$ cat src/rtl/column_prefetch.sv
// Column prefetcher: streams one texture column from ROM into a back line buffer
// and exposes it to the strip driver only after a refresh wrap, brightness-scaled.
module column_prefetch #(
    parameter int LED_COUNT  = 52,
    parameter int TEX_WIDTH  = 64,
    parameter int NUM_FRAMES = 30,
    parameter int ADDR_W     = 17,
    parameter int PX_W       = 6
) (
    input  logic              clk,
    input  logic              reset,
    input  logic [5:0]        col,
    input  logic [7:0]        frame_idx,
    input  logic [1:0]        brightness,
    output logic [ADDR_W-1:0] rom_addr,
    input  logic [23:0]       rom_data,
    input  logic [PX_W-1:0]   rd_idx,
    output logic [23:0]       rd_pixel,
    output logic              fill_busy,
    output logic              swap_pulse
);
    typedef enum logic [1:0] {IDLE, FILL, DRAIN} state_t;

    localparam logic [ADDR_W-1:0] FRAME_STRIDE = ADDR_W'(TEX_WIDTH * LED_COUNT);
    localparam logic [ADDR_W-1:0] ROW_STRIDE   = ADDR_W'(TEX_WIDTH);
    localparam logic [PX_W-1:0]   LAST_PX      = PX_W'(LED_COUNT - 1);

    state_t state_reg, state_next;

    logic [5:0]      last_col_reg, req_col_reg;
    logic [7:0]      last_frame_reg, req_frame_reg;
    logic [PX_W-1:0] px_cnt_reg, wr_idx_reg, last_rd_reg;
    logic            wr_en_reg, force_fill_reg, pending_swap_reg;
    logic            front_sel_reg, front_valid_reg;

    logic            request, wrap, swap_now;
    logic            start_fill, issue_addr, finish_fill;
    logic [7:0]      frame_eff;
    logic [PX_W-1:0] rd_safe;
    logic [23:0]     rd_word, rd_scaled;

    // Both line buffers share one array; the select bit picks front vs back.
    logic [23:0] line_mem [0:1][0:LED_COUNT-1];

    assign frame_eff = (32'(frame_idx) >= NUM_FRAMES) ? 8'd0 : frame_idx;
    assign request   = force_fill_reg || (col != last_col_reg) || (frame_idx != last_frame_reg);
    assign wrap      = (last_rd_reg == LAST_PX) && (rd_idx == '0);
    assign swap_now  = wrap && pending_swap_reg;
    assign rd_safe   = (32'(rd_idx) < LED_COUNT) ? rd_idx : '0;
    assign rd_word   = line_mem[front_sel_reg][rd_safe];

    genvar gi;
    generate
        for (gi = 0; gi < 3; gi++) begin : g_scale
            assign rd_scaled[gi*8 +: 8] = rd_word[gi*8 +: 8] >> brightness;
        end
    endgenerate

    always_ff @(posedge clk) begin
        if (!reset) begin
            state_reg <= IDLE;
        end else begin
            state_reg <= state_next;
        end
    end

    // Any new request preempts an in-flight fill; only an uninterrupted fill drains.
    always_comb begin
        state_next  = state_reg;
        start_fill  = 1'b0;
        issue_addr  = 1'b0;
        finish_fill = 1'b0;
        case (state_reg)
            IDLE: begin
                if (request) begin
                    start_fill = 1'b1;
                    state_next = FILL;
                end
            end
            FILL: begin
                if (request) begin
                    start_fill = 1'b1;
                end else begin
                    issue_addr = 1'b1;
                    if (px_cnt_reg == LAST_PX) begin
                        state_next = DRAIN;
                    end
                end
            end
            DRAIN: begin
                if (request) begin
                    start_fill = 1'b1;
                    state_next = FILL;
                end else begin
                    finish_fill = 1'b1;
                    state_next  = IDLE;
                end
            end
            default: state_next = IDLE;
        endcase
    end

    always_ff @(posedge clk) begin
        if (!reset) begin
            rom_addr         <= '0;
            rd_pixel         <= '0;
            fill_busy        <= 1'b0;
            swap_pulse       <= 1'b0;
            front_sel_reg    <= 1'b0;
            front_valid_reg  <= 1'b0;
            pending_swap_reg <= 1'b0;
            force_fill_reg   <= 1'b1;
            last_col_reg     <= '0;
            last_frame_reg   <= '0;
            last_rd_reg      <= '0;
            req_col_reg      <= '0;
            req_frame_reg    <= '0;
            px_cnt_reg       <= '0;
            wr_idx_reg       <= '0;
            wr_en_reg        <= 1'b0;
        end else begin
            last_col_reg   <= col;
            last_frame_reg <= frame_idx;
            last_rd_reg    <= rd_idx;
            wr_en_reg      <= issue_addr;
            swap_pulse     <= swap_now;
            rd_pixel       <= (front_valid_reg && (32'(rd_idx) < LED_COUNT)) ? rd_scaled : 24'd0;

            if (start_fill) begin
                req_col_reg      <= col;
                req_frame_reg    <= frame_eff;
                px_cnt_reg       <= '0;
                force_fill_reg   <= 1'b0;
                pending_swap_reg <= 1'b0;
                fill_busy        <= 1'b1;
            end
            if (issue_addr) begin
                rom_addr   <= ADDR_W'(req_frame_reg) * FRAME_STRIDE
                            + ADDR_W'(px_cnt_reg) * ROW_STRIDE
                            + ADDR_W'(req_col_reg);
                px_cnt_reg <= px_cnt_reg + 1'b1;
                wr_idx_reg <= px_cnt_reg;
            end
            if (finish_fill) begin
                pending_swap_reg <= 1'b1;
                fill_busy        <= 1'b0;
            end
            if (swap_now) begin
                front_sel_reg    <= !front_sel_reg;
                front_valid_reg  <= 1'b1;
                pending_swap_reg <= 1'b0;
            end
        end
    end

    // ROM data arrives one cycle after its address, hence the delayed write index.
    always_ff @(posedge clk) begin
        if (wr_en_reg) begin
            line_mem[!front_sel_reg][wr_idx_reg] <= rom_data;
        end
    end
endmodule

$ cat config.mk
export PLATFORM = sky130hd
export DESIGN_NAME = column_prefetch
export DESIGN_NICKNAME = d
export VERILOG_FILES = /design/src/rtl/column_prefetch.sv
export SDC_FILE = /design/constraint.sdc
export NUM_CORES = 2
export LEC_CHECK = 0
export CAP_MARGIN = 20
export CORE_UTILIZATION = 50
export CTS_CLUSTER_SIZE = 14
export DETAILED_ROUTE_END_ITERATION = 16
export PLACE_DENSITY_LB_ADDON = 0.15
export SYNTH_ARGS = -nofsm -noshare
export SYNTH_HDL_FRONTEND = slang
export SYNTH_SLANG_ARGS = --single-unit
$ cat constraint.sdc
create_clock -name clk -period 2.8 [get_ports clk]
set_input_delay 0.42 -clock clk [delete_from_list [all_inputs] [get_ports clk]]
set_output_delay 0.42 -clock clk [all_outputs]
set_load 0.1 [all_outputs]
## Word-level counts from Yosys, hierarchy flattened

Memory sizes are Yosys's and may differ from the RTL's. A register that Yosys moved wholly into a read port is not among the register bits.
Index checks and enable logic that the tools add are counted.

- Add/subtract/negate cells: 3
- Multipliers: 1
- Magnitude comparators: 5
- Eq/ne operators: 9
- Shifts and indexed selects: 3
- Mux-type cells: 25
- Bitwise gates (word level): 3
- Reduce and logical (&&, ||, !) cells: 16

Operators by type and width:

| cell | number |
|---|---|
| 1248-bit 2-to-1 mux | 1 |
| 24-bit binary-select mux with 6-bit select | 1 |
| 24-bit demux with 6-bit select | 1 |
| 24-bit 2-to-1 mux | 3 |
| 8-bit by 2-bit >> shifter with 8-bit output | 3 |
| 6-bit 2-to-1 mux | 3 |
| 17-bit by 12-bit adder with 17-bit output | 1 |
| 17-bit by 6-bit adder with 17-bit output | 1 |
| 7-bit greater-or-equal comparator, second input constant | 2 |
| 6-bit NOT with 7-bit output | 2 |
| 6-bit == test, second input constant | 2 |
| 1-bit 2-to-1 mux | 11 |
| 8-bit by 4-bit multiplier with 9-bit output, second input constant | 1 |
| 8-bit by 5-bit greater-or-equal comparator with 1-bit output, second input constant | 1 |
| 8-bit 2-to-1 mux | 1 |
| 8-bit inequality test | 1 |
| 7-bit by 1-bit less-than comparator with 1-bit output, second input constant | 1 |
| 6-bit by 1-bit adder with 6-bit output, second input constant | 1 |
| 6-bit logical NOT | 1 |
| 6-bit less-than comparator, second input constant | 1 |
| 2-bit 2-to-1 mux | 3 |
| 2-bit inequality test, second input constant | 3 |
| 6-bit inequality test | 1 |
| 2-bit case mux with 3 select lines | 1 |
| other kinds (12) | 18 |

- Register bits after elaboration: 96
- RAM bits: 2496
- Input bits: 48
- Output and inout bits: 43
- Logic and storage cells: 83
- Memories kept: 1

Memory list:

| name | words | bits a word | read ports | clocked after Yosys merged registers in | write ports | line | source |
|---|---|---|---|---|---|---|---|
| line_mem | 2 | 1248 | 1 | 1 | 1 | 43 | `logic [23:0] line_mem [0:1][0:LED_COUNT-1];` |

## Logic depth before layout (Yosys ltp)

- Depth in word-level cells: 7
- Gate-level depth with buffers: 14
- Gate-level depth less buffers: 14

## Worst setup path after synthesis

No wires, ideal clock.

- Path type: reg2reg
- Start point: reg req_frame_reg[1]
- End point: reg rom_addr[16]
- Library setup time: 0.117 ns
- Arrival: 2.795 ns
- Required time: 2.683 ns
- Setup slack: -0.113 ns
- Stages on the path, launching flop included: 12
- Path buffers: 0
- Period minus slack after synthesis: 2.913 ns
- Cell sequence: dfxtp_1 ha_1 fa_1 inv_1 fa_1 xnor2_1 nor3b_1 nand3_1 xnor2_1 xnor2_1 nand2_1 o211a_1

- Longest elaborated chain between the ends: 3

Ends and longest elaborated chain:

| item | line | source |
|---|---|---|
| from (decl) | 31 | `logic [7:0] last_frame_reg, req_frame_reg;` |
| from (signal assigned) | 131 | `req_frame_reg <= frame_eff;` |
| 8-bit by 4-bit multiplier with 9-bit output | 138 | `rom_addr <= ADDR_W'(req_frame_reg) * FRAME_STRIDE` |
| 17-bit by 12-bit adder with 17-bit output | 139 | `+ ADDR_W'(px_cnt_reg) * ROW_STRIDE` |
| 17-bit by 6-bit adder with 17-bit output | 140 | `+ ADDR_W'(req_col_reg);` |
| to (signal assigned) | 138 |  |
| to (decl) | 15 | `output logic [ADDR_W-1:0] rom_addr,` |

No other way between the ends.
A chain may end at the register's enable or synchronous reset.

## Final worst setup path

- Start point: in rd_idx[2]
- End point: reg rd_pixel[10]

- Longest elaborated chain between the ends: 7
- Elaborated cells on any way between the ends: 9
- Those cells by class: order compare: 1; shift: 1; mux: 4; bitwise: 1; reduce/logical: 2

Ends and longest elaborated chain:

| item | line | source |
|---|---|---|
| from (decl) | 17 | `input logic [PX_W-1:0] rd_idx,` |
| 6-bit less-than comparator | 49, 127 |  |
| 6-bit 2-to-1 mux | 49 | `assign rd_safe = (32'(rd_idx) < LED_COUNT) ? rd_idx : '0;` |
| 6-bit NOT with 7-bit output (not written as such) | 50 | `assign rd_word = line_mem[front_sel_reg][rd_safe];` |
| 24-bit binary-select mux with 6-bit select | 50 |  |
| 24-bit 2-to-1 mux (not written as such) (2 in a row) | 50 |  |
| 8-bit by 2-bit >> shifter with 8-bit output | 55 | `assign rd_scaled[gi*8 +: 8] = rd_word[gi*8 +: 8] >> brightness;` |
| to (signal assigned) | 127 | `rd_pixel <= (front_valid_reg && (32'(rd_idx) < LED_COUNT)) ? rd_scaled : 24'd0;` |
| to (decl) | 18 | `output logic [23:0] rd_pixel,` |

Parallel ways exist; a longest one is shown, timed or not. The select of a mux whose other input is x is not followed.

==> results by stage <==
Finish:
- The largest registers in the layout are line_mem: 2496 flops, rd_pixel: 24 flops, rom_addr: 17 flops.
- The number of nets in the finished design is around 6.7k.
- The area growth from synthesis to layout is 24.1%.
- The most frequent standard cell in the layout excluding fill and tap cells is edfxtp_1.
- The share of cells above drive strength 1 is 0.343.
- The core occupancy in the finished layout is 0.625.
- The top cell types in the final layout, fill and taps aside, are edfxtp_1 (2496), buf_4 (848), mux4_2 (408).
- Ranked by flip-flop count, first place goes to line_mem.
- The number of flip-flops in the largest register is 2496.

GRT:
- The first-pass GRT wire length is about 460000 um.
- The total routing resource utilization after global routing is 0.329.
- The overflow left after global routing is 0.
- The number of antenna violations at the first check in global routing came to 18.
- The via count of the first global-routing pass is 58.6k.
- Entering global routing, the biggest net connects about 110 pins.

Worst setup path:
- The critical path start-end classification is in -> reg.
- STA puts the critical path data arrival time at 3.94 ns.
- The worst register-to-register path ends at rd_pixel[12]$_SDFF_PN0_.
- The depth of the most critical reg-to-reg path is 12.
- The kind of end point of the critical path is a register.
- For flop-to-flop paths, the worst setup slack is -0.31 ns.
- The worst setup path startpoint is rd_idx[2].
- Along the worst path, the maximum fanout reaches 13.
- STA classifies the critical path startpoint as an input port.
- The required time at the worst-slack endpoint is roughly 3.6 ns.

Run status:
- The checks that failed: setup timing.
- The flow ran to the end, but the final reports show violations.

Floorplanning:
- The die covers around 200000 um2.
- For this configuration, the core starts out at a cell density of 0.504.
- The count of pins on the block boundary is a little over 90.
- In this run the standard cell core region covers around 200000 um2.
- After floorplanning, the core was divided into around 160 placement rows.
- The width of the die is between 400 and 500 um.
- The die boundary height is 451 um.

Place:
- The HPWL after detailed placement is approximately 220000 um.
- The congestion estimate from routability-driven global placement came to ~1.0.
- The count of buffers added on input and output ports is 90.

Clock network:
- The clock root buffer is clkbuf_16.
- The clock net sink count is 2591.
- The clock tree from TritonCTS is built.
- The clock reaches the later pin of the worst-skew pair after around 0.95 ns.
- The H-tree depth is 5.
- The clock passes through at most 4 buffers.
- Clock tree synthesis inserted a total of ~280 buffers.
- The clock transition at the register clock pins on the worst setup and hold paths after CTS is about 0.060 ns.

Synth:
- For this run, asynchronously set or reset flops after synthesis account for 0.
- By area the synthesized netlist is led by edfxtp_1 (74%), mux4_2 (9.1%), dfxtp_1 (1.9%), mux2i_1 (1.4%), nand2_1 (1.4%).
- The largest total area in the synthesized netlist belongs to edfxtp_1.
- The count of state elements after synthesis is ~2.6k.
- Summing every instance area after synthesis gives roughly 100000 um2.
- The fraction of post-synthesis cell area in the top cell type by area is 0.743.
- The number of warnings issued by yosys is 0.
- The number of enable flip-flop cells after synthesis is roughly 2.5k.
- For this run, the register share of the synthesized area comes to 0.762.
- The netlist uses between 80 and 90 different library cells.
- The average cell area after synthesis is roughly 18 um2.
- Counting every instance in the synthesized netlist gives approximately 5.5k.
- The top flip-flop cell by instance count after synthesis is edfxtp_1.
- The net count after synthesis is ~5.5k.

Flow run:
- The number of maximum-capacitance violations is 0.

Min path:
- The hold-critical path depth is 1.
- The startpoint identified for the worst hold timing path is rom_data[0].
- The worst hold path terminates at line_mem[1][48]$_DFFE_PP_.
- The class of the most critical hold timing path is in -> reg.

Routing:
- The wire length per cell is approximately 36 um.
- After detailed routing, the number of vias per cell comes to 6.45.
- The overall via count from detail_route is 60.9k.
- The DRC violation count after routing is 0.
- The detail route stage leaves a number of antenna-violating nets equal to 0.
- After detailed routing, the total wire length is 337000 um.
- For this block, the initial DRC count from the detailed router was about 8.9k.
- The first TritonRoute pass finished after 9 iterations.

STA:
- Once routing completed, OpenROAD measured the worst setup slack at -0.330 ns.
- The clock arrives with just over 0.07 ns of skew.
- For the pin with the worst max-slew slack, the measured transition is between 0.9 and 1 ns.
- Derived from the worst setup path, the maximum achievable clock frequency is between 300 and 400 MHz.
- The tightest hold path in the finished design has a slack of roughly 0.033 ns.
- The hold violation count in the final report is 0.
- Setup repair after global routing could not meet its margin everywhere.
- The number of pins exceeding their max-slew limit in the final report is 0.
- The relative max-transition margin is 0.340.
- The setup-violating endpoint count in the final report is 22.
- Dividing the final minimum period by the clock period gives 1.12.
- The final critical-path required period is around 3.1 ns.

Pwr:
- Dividing total power by cell area gives a power density of 663 nW/um2.
- The maximum ir drop on the vdd rail is 0.609 mV.
- Summed over all cells, the static leakage comes to about 41 nW.
==> repair_timing <==
action | in CTS | in global routing
pin swaps | 40 | 65
setup buffers | 45 | 62
gates cloned | 7 | 5
hold buffers | 8 | 0
hold endpoints to repair | 144 | 0
gates resized for setup | 246 | 184
setup endpoints to repair | 25 | 25
==> logic make-up after synthesis <==
| kind of cell | share of synthesized area |
|---|---|
| AO/OA/AOI/OAI | 0.0538 |
| buffers and inverters | 0.0191 |
| AND/OR/NAND/NOR | 0.0472 |
| multiplexers | 0.112 |
| adder cells (fa/ha/maj) | 0.00330 |
| XOR/XNOR | 0.00261 |
| flip-flops | 0.762 |
==> per-layer routing <==
| metal | share of wire | track usage | vias up |
|---|---|---|---|
| met1 | 0.38 | 0.454 | 31760 |
| met3 | 0.11 | 0.0695 | 736 |
| li1 | - | - | 24506 |
| met4 | 0.056 | 0.163 | 8 |
| met5 | 0.00012 | 0 | - |
| met2 | 0.46 | 0.500 | 3897 |
==> cell type report <==
type,instances,area (um2)
Fill cell,14140,74900
Inverter,43,164
Clock buffer,346,7350
Multi-Input combinational cell,2511,24100
Antenna cell,4,10.0
Sequential cell,2591,76900
Timing Repair Buffer,1175,12300
Clock inverter,123,1000
Tap cell,2656,3320
==> report_power, final <==
part           switching, mW  internal, mW
Sequential            0.0128          42.5
Combinational           3.60          2.03
Clock                   14.8          20.1
Total                   18.4          64.6
==> Yosys cell counts, types with 9 or more instances <==
cell type,instances
a21oi_1,160
and3_1,58
inv_1,42
nor4_1,33
a211o_1,12
mux4_2,408
edfxtp_1,2496
a21o_1,11
clkbuf_1,98
o21ai_0,140
a2111oi_0,16
nand4_1,14
mux2i_1,144
o2111ai_1,9
buf_4,59
xnor2_1,18
a221oi_1,25
a22oi_1,33
nand2_1,383
buf_1,14
mux2_2,59
and2_1,20
nor3_1,27
o211ai_1,26
o22ai_1,82
nor2_1,256
nand3_1,201
a32oi_1,27
nor2b_1,23
a221o_1,21
ha_1,17
a32o_1,14
xor2_1,12
a211oi_1,58
buf_2,146
dfxtp_1,95
a311oi_1,15
o221ai_1,9
buf_6,11
a31oi_1,51
==> worst max-delay path: stages <==
cell and delay (ns):
clkdlybuf4s50_1 0.44, buf_4 0.19, o211ai_4 0.20, buf_12 0.18
buf_4 0.16, nand2_8 0.12, buf_12 0.20, buf_12 0.14
a311o_1 0.37, a21oi_2 0.13, a311oi_2 0.07, a2111oi_4 0.70
buf_4 0.26, a311oi_4 0.04, mux2i_1 0.19, o22ai_1 0.10
==> stage by stage <==
step | TNS, ns | cells | instance area (um2) | setup WS (ns) | total power, mW
final | -4.46 | 9449 | 125000 | -0.330 | 82.9
after global routing | -5.52 | 9446 | 125000 | -0.368 | 84.7
after CTS | -3.61 | 9385 | 124000 | -0.239 | 83.0
after detailed placement | -36.10 | 8860 | 113000 | -1.66 | 48.4
after global placement | -39.82 | 8860 | 113000 | -2.58 | 48.3
after floorplan | 0 | 5476 | 101000 | 0.0157 | 45.0
==> worst max-delay path by stage <==
stage	to	slack (ns)	depth (start not counted)
2_1_floorplan	line_mem[1][600]$_DFFE_PP_	0.02	5
3_5_place_dp	rd_pixel[12]$_SDFF_PN0_	-1.66	15
4_1_cts	rd_pixel[11]$_SDFF_PN0_	-0.24	14
5_1_grt	rd_pixel[11]$_SDFF_PN0_	-0.37	16
3_3_place_gp	rd_pixel[10]$_SDFF_PN0_	-2.58	16
6_report	rd_pixel[10]$_SDFF_PN0_	-0.33	16
No activity file was read; power rests on OpenSTA's default activity.
